--- config.mk ---
export PLATFORM = sky130hd
export DESIGN_NAME = irq_priority_ctrl_flat
export DESIGN_NICKNAME = d
export VERILOG_FILES = /design/src/rtl/irq_priority_ctrl_if.sv /design/src/rtl/irq_priority_ctrl.sv /design/src/flat_wrapper.sv
export SDC_FILE = /design/constraint.sdc
export NUM_CORES = 1
export LEC_CHECK = 0
export ABC_AREA = 1
export CAP_MARGIN = 20
export CORE_MARGIN = 4
export CORE_UTILIZATION = 43
export DETAILED_ROUTE_END_ITERATION = 8
export GPL_ROUTABILITY_DRIVEN = 0
export HOLD_SLACK_MARGIN = 0.12
export PLACE_DENSITY = 0.83
export SLEW_MARGIN = 10
export SYNTH_ARGS = -nofsm -noshare
export SYNTH_HDL_FRONTEND = slang
export SYNTH_SLANG_ARGS = --single-unit
--- constraint.sdc ---
create_clock -name clk -period 2.25 [get_ports clk]
set_input_delay 0.45 -clock clk [delete_from_list [all_inputs] [get_ports clk]]
set_output_delay 0.45 -clock clk [all_outputs]
set_load 0.02 [all_outputs]
--- src/rtl/irq_priority_ctrl_if.sv ---
// irq_priority_ctrl_if
// Groups the request/enable/opcode inputs of the interrupt controller and
// its issue outputs toward jump control.
//   master : the pipeline side (drives requests, masks, opcode; sees issue)
//   slave  : the controller itself
// Signals:
//   irq[3:0]          level request lines, rising edge makes a request
//   irq_mask[3:0]     per-source enable, 1 = eligible
//   global_en         master enable for issue
//   op[5:0]           opcode currently in execute
//   interrupt         one-cycle pulse to jump control
//   vec_address[15:0] handler address, held between issues
//   irq_ack[3:0]      one-hot pulse coincident with interrupt
//   in_service        a handler is active
//   active_id[1:0]    source currently in service
interface irq_priority_ctrl_if;
  logic [3:0]  irq;
  logic [3:0]  irq_mask;
  logic        global_en;
  logic [5:0]  op;
  logic        interrupt;
  logic [15:0] vec_address;
  logic [3:0]  irq_ack;
  logic        in_service;
  logic [1:0]  active_id;

  modport master (
    output irq, irq_mask, global_en, op,
    input  interrupt, vec_address, irq_ack, in_service, active_id
  );

  modport slave (
    input  irq, irq_mask, global_en, op,
    output interrupt, vec_address, irq_ack, in_service, active_id
  );
endinterface

--- src/rtl/irq_priority_ctrl.sv ---
// irq_priority_ctrl
// Latches edge-triggered requests from four sources, issues the lowest-index
// eligible one to jump control as a single-cycle interrupt pulse with its
// vector address, then waits for the return-from-interrupt opcode.
// Ports:
//   clk    system clock, rising edge
//   reset  asynchronous active-low reset
//   bus    irq_priority_ctrl_if.slave (requests, masks, opcode, issue outputs)
// Build option:
//   NESTED_IRQ_EN  when defined, a strictly higher-priority source preempts
//                  an active handler; preempted ids go on a 4-entry stack.
//
// state   | meaning
// IDLE    | no handler active, waiting for an eligible source
// ISSUE   | one cycle: interrupt/irq_ack pulse, vector valid
// SERVICE | handler running, waiting for RETI
module irq_priority_ctrl #(
  parameter logic [15:0] VEC_BASE   = 16'h0100,
  parameter logic [15:0] VEC_STRIDE = 16'h0004,
  parameter logic [5:0]  RETI_OP    = 6'h1e
) (
  input logic clk,
  input logic reset,
  irq_priority_ctrl_if.slave bus
);

  typedef enum logic [1:0] {
    IDLE    = 2'd0,
    ISSUE   = 2'd1,
    SERVICE = 2'd2
  } state_t;

  state_t      state, next_state;
  logic [3:0]  irq_q, pend, pend_nxt, eligible, win_oh;
  logic [1:0]  win_id;
  logic [15:0] vector;
  logic        take, reti;

`ifdef NESTED_IRQ_EN
  logic [1:0] id_stack [0:3];
  logic [2:0] sp;
  logic       push, pop;
`endif

  assign reti     = (bus.op == RETI_OP);
  assign eligible = pend & bus.irq_mask & {4{bus.global_en}};
  assign win_oh   = 4'b0001 << win_id;
  assign vector   = VEC_BASE + VEC_STRIDE * {14'd0, win_id};

  always_comb begin
    win_id = 2'd0;
    if (eligible[0])      win_id = 2'd0;
    else if (eligible[1]) win_id = 2'd1;
    else if (eligible[2]) win_id = 2'd2;
    else if (eligible[3]) win_id = 2'd3;
  end

  // A new edge on the bit being issued wins over the issue clear.
  always_comb begin
    pend_nxt = pend;
    if (state == ISSUE) pend_nxt[bus.active_id] = 1'b0;
    pend_nxt = pend_nxt | (bus.irq & ~irq_q);
  end

  always_ff @(posedge clk or negedge reset) begin
    if (!reset) state <= IDLE;
    else        state <= next_state;
  end

  always_comb begin
    next_state = state;
    take       = 1'b0;
`ifdef NESTED_IRQ_EN
    push       = 1'b0;
    pop        = 1'b0;
`endif
    case (state)
      IDLE: begin
        if (|eligible) begin
          next_state = ISSUE;
          take       = 1'b1;
        end
      end
      ISSUE: next_state = SERVICE;
      SERVICE: begin
`ifdef NESTED_IRQ_EN
        // RETI is handled first so a handler exit is never lost to a
        // simultaneous preemption; the preemption is re-evaluated next cycle.
        if (reti) begin
          if (sp != 3'd0) pop = 1'b1;
          else            next_state = IDLE;
        end else if ((|eligible) && (win_id < bus.active_id)) begin
          next_state = ISSUE;
          take       = 1'b1;
          push       = 1'b1;
        end
`else
        if (reti) next_state = IDLE;
`endif
      end
      default: next_state = IDLE;
    endcase
  end

`ifdef NESTED_IRQ_EN
  always_ff @(posedge clk or negedge reset) begin
    if (!reset) begin
      sp <= 3'd0;
      for (int i = 0; i < 4; i++) id_stack[i] <= 2'd0;
    end else if (push) begin
      id_stack[sp[1:0]] <= bus.active_id;
      sp                <= sp + 3'd1;
    end else if (pop) begin
      sp <= sp - 3'd1;
    end
  end
`endif

  always_ff @(posedge clk or negedge reset) begin
    if (!reset) begin
      irq_q           <= 4'b0;
      pend            <= 4'b0;
      bus.interrupt   <= 1'b0;
      bus.irq_ack     <= 4'b0;
      bus.vec_address <= 16'h0000;
      bus.in_service  <= 1'b0;
      bus.active_id   <= 2'd0;
    end else begin
      irq_q          <= bus.irq;
      pend           <= pend_nxt;
      bus.interrupt  <= take;
      bus.irq_ack    <= take ? win_oh : 4'b0;
      // A preempting issue keeps in_service high through its ISSUE cycle.
      bus.in_service <= (next_state == SERVICE) ||
                        ((state == SERVICE) && (next_state == ISSUE));
      if (take) begin
        bus.vec_address <= vector;
        bus.active_id   <= win_id;
      end
`ifdef NESTED_IRQ_EN
      else if (pop) begin
        bus.active_id <= id_stack[sp[1:0] - 2'd1];
      end
`endif
    end
  end

endmodule

--- src/flat_wrapper.sv ---
// flat-port wrapper written by rule: the top's interface ports become plain ports
module irq_priority_ctrl_flat 
#(
  parameter logic [15:0] VEC_BASE   = 16'h0100,
  parameter logic [15:0] VEC_STRIDE = 16'h0004,
  parameter logic [5:0]  RETI_OP    = 6'h1e
)
  (clk, reset, bus_irq, bus_irq_mask, bus_global_en, bus_op, bus_interrupt, bus_vec_address, bus_irq_ack, bus_in_service, bus_active_id);
  irq_priority_ctrl_if bus_i ();
  input logic clk;
  input logic reset;
  input wire logic [$bits(bus_i.irq)-1:0] bus_irq;
  input wire logic [$bits(bus_i.irq_mask)-1:0] bus_irq_mask;
  input wire logic [$bits(bus_i.global_en)-1:0] bus_global_en;
  input wire logic [$bits(bus_i.op)-1:0] bus_op;
  output wire logic [$bits(bus_i.interrupt)-1:0] bus_interrupt;
  output wire logic [$bits(bus_i.vec_address)-1:0] bus_vec_address;
  output wire logic [$bits(bus_i.irq_ack)-1:0] bus_irq_ack;
  output wire logic [$bits(bus_i.in_service)-1:0] bus_in_service;
  output wire logic [$bits(bus_i.active_id)-1:0] bus_active_id;
  assign bus_i.irq = bus_irq;
  assign bus_i.irq_mask = bus_irq_mask;
  assign bus_i.global_en = bus_global_en;
  assign bus_i.op = bus_op;
  assign bus_interrupt = bus_i.interrupt;
  assign bus_vec_address = bus_i.vec_address;
  assign bus_irq_ack = bus_i.irq_ack;
  assign bus_in_service = bus_i.in_service;
  assign bus_active_id = bus_i.active_id;
  irq_priority_ctrl #(.VEC_BASE(VEC_BASE), .VEC_STRIDE(VEC_STRIDE), .RETI_OP(RETI_OP)) u_core (.clk(clk), .reset(reset), .bus(bus_i));
endmodule
# Word-level counts from Yosys, hierarchy flattened
# Index checks and enable logic that the tools add are counted.
# word_totals
reg_bits	34
out_inout_bits	24
wordCells	42
# op_classes
addsub	1
order_cmp	2
eq_ne	5
shifts	1
muxes	13
bitwise_logic	7
n_reduce_logical	5
# ops
op	n
4-bit bitwise AND	4
2-bit 2-to-1 mux	6
9-bit by 4-bit adder with 10-bit output, first input constant	1
4-bit 2-to-1 mux	2
4-bit NOT	2
6-bit by 5-bit equality test with 1-bit output, second input constant	1
2-bit one-hot mux with 3 select lines	1
2-bit by 1-bit equality test with 1-bit output, second input constant	2
2-bit equality test, second input constant	2
4-bit bitwise OR	1
4-bit OR reduction	1
1-bit by 2-bit left shift with 4-bit output, first input constant	1
2-bit by 3-bit < comparator with 1-bit output, second input constant	1
1-bit 2-to-1 mux	3
1-bit demux with 2-bit select	1
2-bit by 1-bit greater-or-equal comparator with 1-bit output, second input constant	1
1-bit logical AND	2
2-bit zero test	1
1-bit logical OR	1

# Depth between registers and ports, before layout
# depth
ltp_word	8
depth_mapped	6
ltp_nobuf	6

# Worst setup path after synthesis
# No wires, ideal clock.
# synth_timing
path_type	flip-flop to output port
from	reg, netlist name u_core.bus.active_id[0]
to	out bus_vec_address[2]
t_arrival_ns	0.678
required_ns	1.800
setup_slack_ns	1.122
path_stages_with_launch	2
path_cell_list	dfrtp_1 -> buf_4
# synth_lines
item	line	source
end, declared	flat_wrapper.sv:17	output wire logic [$bits(bus_i.vec_address)-1:0] bus_vec_address;

# Worst setup path in the final report
# layout_timing
from	reg u_core.bus.vec_address[3]
to	out bus_vec_address[3]
# layout_lines
item	line	source
start, declared	irq_priority_ctrl_if.sv:34	output interrupt, vec_address, irq_ack, in_service, active_id
start signal, assigned	irq_priority_ctrl.sv:137	bus.vec_address <= vector;
# No word-level cell between the ends.

==> flow_summary_export.csv <==
group,metric,value,unit
floorplan,core_region_area,1960,um2
clock_tree,hold_buffers,0,
yosys,synth-seq-cells,19,
timing,setup_viol,0,
setup_path,crit_buf_inv,1,
timing,hold_ws,426,ps
floorplan,initial_core_util,44.9,%
yosys,synthAdderAreaFrac,0,%
yosys,avgSynthCellArea,9.68,um2
status,outcome,"finished clean",
yosys,synth-compound-area-share,5.11,%
placed_design,port_buffers,27,
timing,max_freq,0.543,GHz
clock_tree,post_cts_buffers,0,
min_path,min_path_type,"reg2reg",
drt,dr_total_vias,668,
final_layout,finalInstanceArea,1150,um2
yosys,ys_warn_count,0,
clock_tree,clockRootBuffer,"clkbuf_4",
yosys,yosysUniqueCellTypes,15,
timing,post-route-min-period,1840,ps
flow_run,maxCapViolCount,0,
yosys,yosys.area.top_type,"dfrtp_1",
yosys,yosysMostFrequentCell,"dfrtp_1",
grt,grt-ovfl-total,0,
drt,drtAntennaViolNets,0,
power,switchingPower,0.428,mW
setup_path,path_class,"reg2out",
grt,antenna_found_initial,0,
floorplan,die_h,53.3,um
yosys,synthTopCellsByArea,"dfrtp_1, buf_4, nand2_1, o21ai_0, inv_1",
yosys,synth_cells,91,
drt,wl_per_cell,11.4,um
timing,rsz0062_at_grt,"false",
drt,drtPass1Iterations,2,
grt,grt_max_degree,20,
clock_tree,cts_buffers,3,
clock_tree,cts.repair.resized,0,
power,combPwrFrac,40.4,%
timing,hold_viol_final,0,
timing,fin_setup_tns,0,ps
final_layout,area_growth,30.7,%
setup_path,crit_chain,"clkdlybuf4s50_1",
floorplan,rows,16,
yosys,postSynth.asyncResetShare,100,%
drt,drc,0,
yosys,ys_seq_area_share,54.0,%
drt,drt-initial-drc-count,5,
setup_path,endpoint_kind,"primary output",
timing,skew,2.57,ps
timing,period_share,81.8,%
drt,totalWireLength,1670,um
yosys,synthFlopType,"dfrtp_1",
yosys,synth_mux_area_share,0,%
yosys,synth_xor_area_share,0,%
setup_path,cp.arrival,1390,ps
timing,fin_ws,409,ps
drt,viasPerCell,4.54,
floorplan,die_area,2840,um2
final_layout,diodes,0,
clock_tree,cts_tree,"done",
timing,drv_slew,0,
grt,grt_pass1_wl,2670,um
grt,grt_pass1_vias,655,
clock_tree,path_clk_slew,100,ps
grt,track_usage,13.2,%
placed_design,dp_hpwl,1350,um
yosys,netlist_area,881,um2
setup_path,worst_ep_required_time,1800,ps
clock_tree,clockBufferDepth,2,
yosys,netlist.area_leader.share,54.0,%
floorplan,io_pins,41,
clock_tree,clkLatencyLatePin,280,ps
placed_design,dpl-instance-area,1120,um2
power,pwr-share-seq,45.1,%
power,swShare,38.2,%
placed_design,place_ws,600,ps
setup_path,critPathSlowestCell,"clkdlybuf4s50_1",
clock_tree,h-tree-depth,1,
clock_tree,clkSinkCount,19,
yosys,synthSimpleGateAreaFrac,23.9,%
yosys,synthTopCellsByCount,"dfrtp_1, buf_4, nand2_1",
setup_path,crit_family,"buffers and inverters",
setup_path,critPathLaunchType,"flip-flop",
final_layout,final_net_count,138,
setup_path,cpPeakStageDelay,650,ps
yosys,synth_edf_count,0,
floorplan,die_w,53.3,um
final_layout,drive_above_1_share,10.8,%
setup_path,critPathMaxFanout,6,
power,power_density,974,nW/um2
yosys,synth_top_family_by_area,"simple AND/OR/NAND/NOR gates",
power,p_leak,0.555,nW
power,p_int,0.693,mW
power,vdd_drop_max,0.430,mV
power,pwr-share-clk,14.5,%
stage by stage:
| stage | instances | util [%] | total power, mW |
|---|---|---|---|
| floorplan | 103 | - | 0.800 |
| global placement | 143 | 57.3 | 0.951 |
| CTS | 147 | 58.7 | 1.13 |
| detailed placement | 143 | 57.3 | 0.970 |
| global route | 147 | 58.7 | 1.20 |
| finish | 147 | 58.7 | 1.12 |
cells by family after synthesis:
family / count (synthesis)
simple gates: 38
buf+inv: 24
flops: 19
compound gates: 9
other cells: 1
registers in the layout (all words and copies together) (netlist names):
name	cells
u_core.bus.active_id	1
u_core.bus.irq_ack	4
u_core.bus.interrupt	1
u_core.pend	4
u_core.bus.vec_address	2
u_core.irq_q	4
u_core.state	2
u_core.bus.in_service	1
final timing paths:
kind,from,slack [ps],endpoint,cells past startpoint
worst max-delay path,u_core.bus.vec_address[3]$_DFFE_PN0P_,410,bus_vec_address[3],1
worst min-delay path,u_core.irq_q[3]$_DFF_PN0_,430,u_core.pend[3]$_DFF_PN0_,1
worst max register to register,u_core.bus.vec_address[3]$_DFFE_PN0P_,1200,u_core.pend[1]$_DFF_PN0_,3
worst min register to register,u_core.irq_q[3]$_DFF_PN0_,430,u_core.pend[3]$_DFF_PN0_,1
max in group asynchronous,reset,1580,u_core.state[0]$_DFF_PN0_,2
min in group asynchronous,reset,480,u_core.bus.irq_ack[3]$_DFF_PN0_,2
final cells by class:
cell class	instances	area (um2)
fill	181	811
sequential	19	475
multi-input combinational	60	304
timing repair buffer	28	278
inverter	9	33.8
tap	27	33.8
clock buffer	4	26.3
power groups by stage:
stage | logic (mW) | registers (mW) | clock network (mW)
after CTS | 0.458 | 0.508 | 0.169
after detailed placement | 0.455 | 0.515 | 0
final | 0.453 | 0.506 | 0.162
after global routing | 0.497 | 0.516 | 0.184
after global placement | 0.445 | 0.506 | 0
after floorplan | 0.250 | 0.550 | 0
placed cells by master (no fill, tap or decap), drive strengths merged:
| cell type | count |
|---|---|
| dfrtp | 19 |
| o21ai | 9 |
| nand3 | 7 |
| nor3 | 1 |
| nand4 | 3 |
| nor2 | 6 |
| clkdlybuf4s50 | 27 |
| nand3b | 2 |
| nand2 | 19 |
| buf | 1 |
| clkbuf | 4 |
| inv | 9 |
| conb | 13 |
layer usage:
layer / track usage (%) / wire length, um / part of all wire (%)
met5: 0 / 0 / 0
met2: 22.2 / 796 / 48
met1: 13.7 / 666 / 40
met3: 4.51 / 194 / 12
met4: 8.51 / 15 / 0.90
No activity file was read; power rests on OpenSTA's default activity.
==> RTL change (same flow settings) <==
Re-encode `state_t` (3 states) as one-hot, 3 bits wide.
--- a/src/rtl/irq_priority_ctrl.sv
+++ b/src/rtl/irq_priority_ctrl.sv
@@ -24,10 +24,10 @@
   irq_priority_ctrl_if.slave bus
 );
 
-  typedef enum logic [1:0] {
-    IDLE    = 2'd0,
-    ISSUE   = 2'd1,
-    SERVICE = 2'd2
+  typedef enum logic [2:0] {
+    IDLE    = 3'b001,
+    ISSUE   = 3'b010,
+    SERVICE = 3'b100
   } state_t;
 
   state_t      state, next_state;
Check against the original RTL: same outputs for any inputs over 10 cycles, from zero or initial values and one cycle with reset low; not proved beyond that.
==> RTL change against the original RTL <==
Power rose by 9.4%; sequential share of layout area rose by 0.29 points; synthesized area is 5.1% higher; final area is 4.8% higher; setup slack improved by 7.1 ps; core utilization increased by 1.6 points; wire length increased by 0.84%; sequential cell count is 1 higher; critical endpoint is now bus_active_id[0].
==> RTL change: results <==
[global_routing]
grt_use_met3 = 0.0245
grt_pass1_vias = 639
grt_pass1_wl_um = 2590
grt_use_met1 = 0.137
antenna_found_initial = 0
grt_max_degree = 12
use_met2 = 0.219
grt_usage = 0.119

[worst_setup_path]
cp.arrival_ps = 1380
cp_max_fo = 6
worst_path_max_delay_cell = clkdlybuf4s50_1
setup.reg_to_reg.worst_slack_ps = 1070
cp_top_family = buffers and inverters
max_stage_delay_ps = 650

[cts]
h-tree-depth = 1
cts_resized = 0
clk_latency_ps = 290
cts_max_path_buffers = 2
cts_setup_buffers = 0
cts_buffers = 3
cts.clk_slew.worst_paths_ps = 110
cts.sinks = 20

[synth]
synth_common_cells = 19 x dfrtp_1, 18 x nand2_1, 17 x inv_1
async_flop_share = 1.00
syn_area_per_cell_um2 = 8.65
yosys_warnings = 0
ys_top_cells_by_area = dfrtp_1 51%, buf_4 12%, nand2_1 7.3%
ys_seq_area_frac = 0.542
synthFlopType = dfrtp_1
ys_ff_latch = 20
ys_types = 16

[hold_path]
hold_path.class = reg -> reg

[placement]
placed_area_um2 = 1170
dpl.hpwl_um = 1440
io_buffers = 27
dpl_worst_slack_ps = 568

[run_status]
outcome = completed

[pwr]
p_leak_nw = 0.635
ir_worst_vdd_uv = 475

[route]
drt_wl_total_um = 1690
via_per_inst = 4.51
drtIter0Drc = 11
firstDrtPassIters = 4

[finish]
num_antenna_cells = 0
drive_gt1_frac = 0.0882
layout.nets = 154
instances_no_fill = 163
reg_top3 = u_core.bus.irq_ack: 4 flops, u_core.irq_q: 4 flops, u_core.pend: 4 flops

[timing]
fin_skew_ps = 8.12
period_minus_slack_ps = 1830
-- RTL change: through the flow --
stage                     hold WS (ps)  power [mW]
after floorplan                    154       0.860
final                              429        1.23
after global routing               443        1.32
after detailed placement           418        1.04
after global placement             404        1.02
after CTS                          434        1.23
-- RTL change: layout make-up --
type                       instances  area (µm²)
inverter                          20        76.3
fill                             182         796
timing repair buffer              28         278
multi-input combinational         64         280
tap                               27        33.8
sequential                        20         502
clock buffer                       4        36.3
-- RTL change: kinds of logic (layout without fill, tap and decap cells) --
logic type / count (synthesis) / count (layout) / synth area share
AND/OR/NAND/NOR: 43 / 43 / 0.207
buffers and inverters: 35 / 52 / 0.204
flip-flops: 20 / 20 / 0.542
AO/OA/AOI/OAI: 8 / 8 / 0.0432
other: 1 / 13 / 0.00405
-- RTL change: where the power goes --
part	internal (mW)	switching (mW)
combinational	0.204	0.309
clock	0.0984	0.101
sequential	0.461	0.0530
-- RTL change: final timing paths --
check	startpoint	endpoint	depth (start not counted)
hold / removal	u_core.irq_q[1]	u_core.pend[1]	1
min in group asynchronous	reset	u_core.bus.irq_ack[2]	1
max in group asynchronous	reset	u_core.pend[2]	2
setup / recovery	u_core.bus.active_id[0]	bus_active_id[0]	1
setup reg to reg	u_core.state[0]	u_core.bus.active_id[0]	7
hold reg to reg	u_core.irq_q[1]	u_core.pend[1]	1
-- RTL change: routing by layer --
| metal | share of wire | vias up |
|---|---|---|
| met5 | 0 | - |
| met4 | 0.011 | 0 |
| met3 | 0.11 | 2 |
| met2 | 0.51 | 36 |
| met1 | 0.37 | 339 |
| li1 | - | 358 |
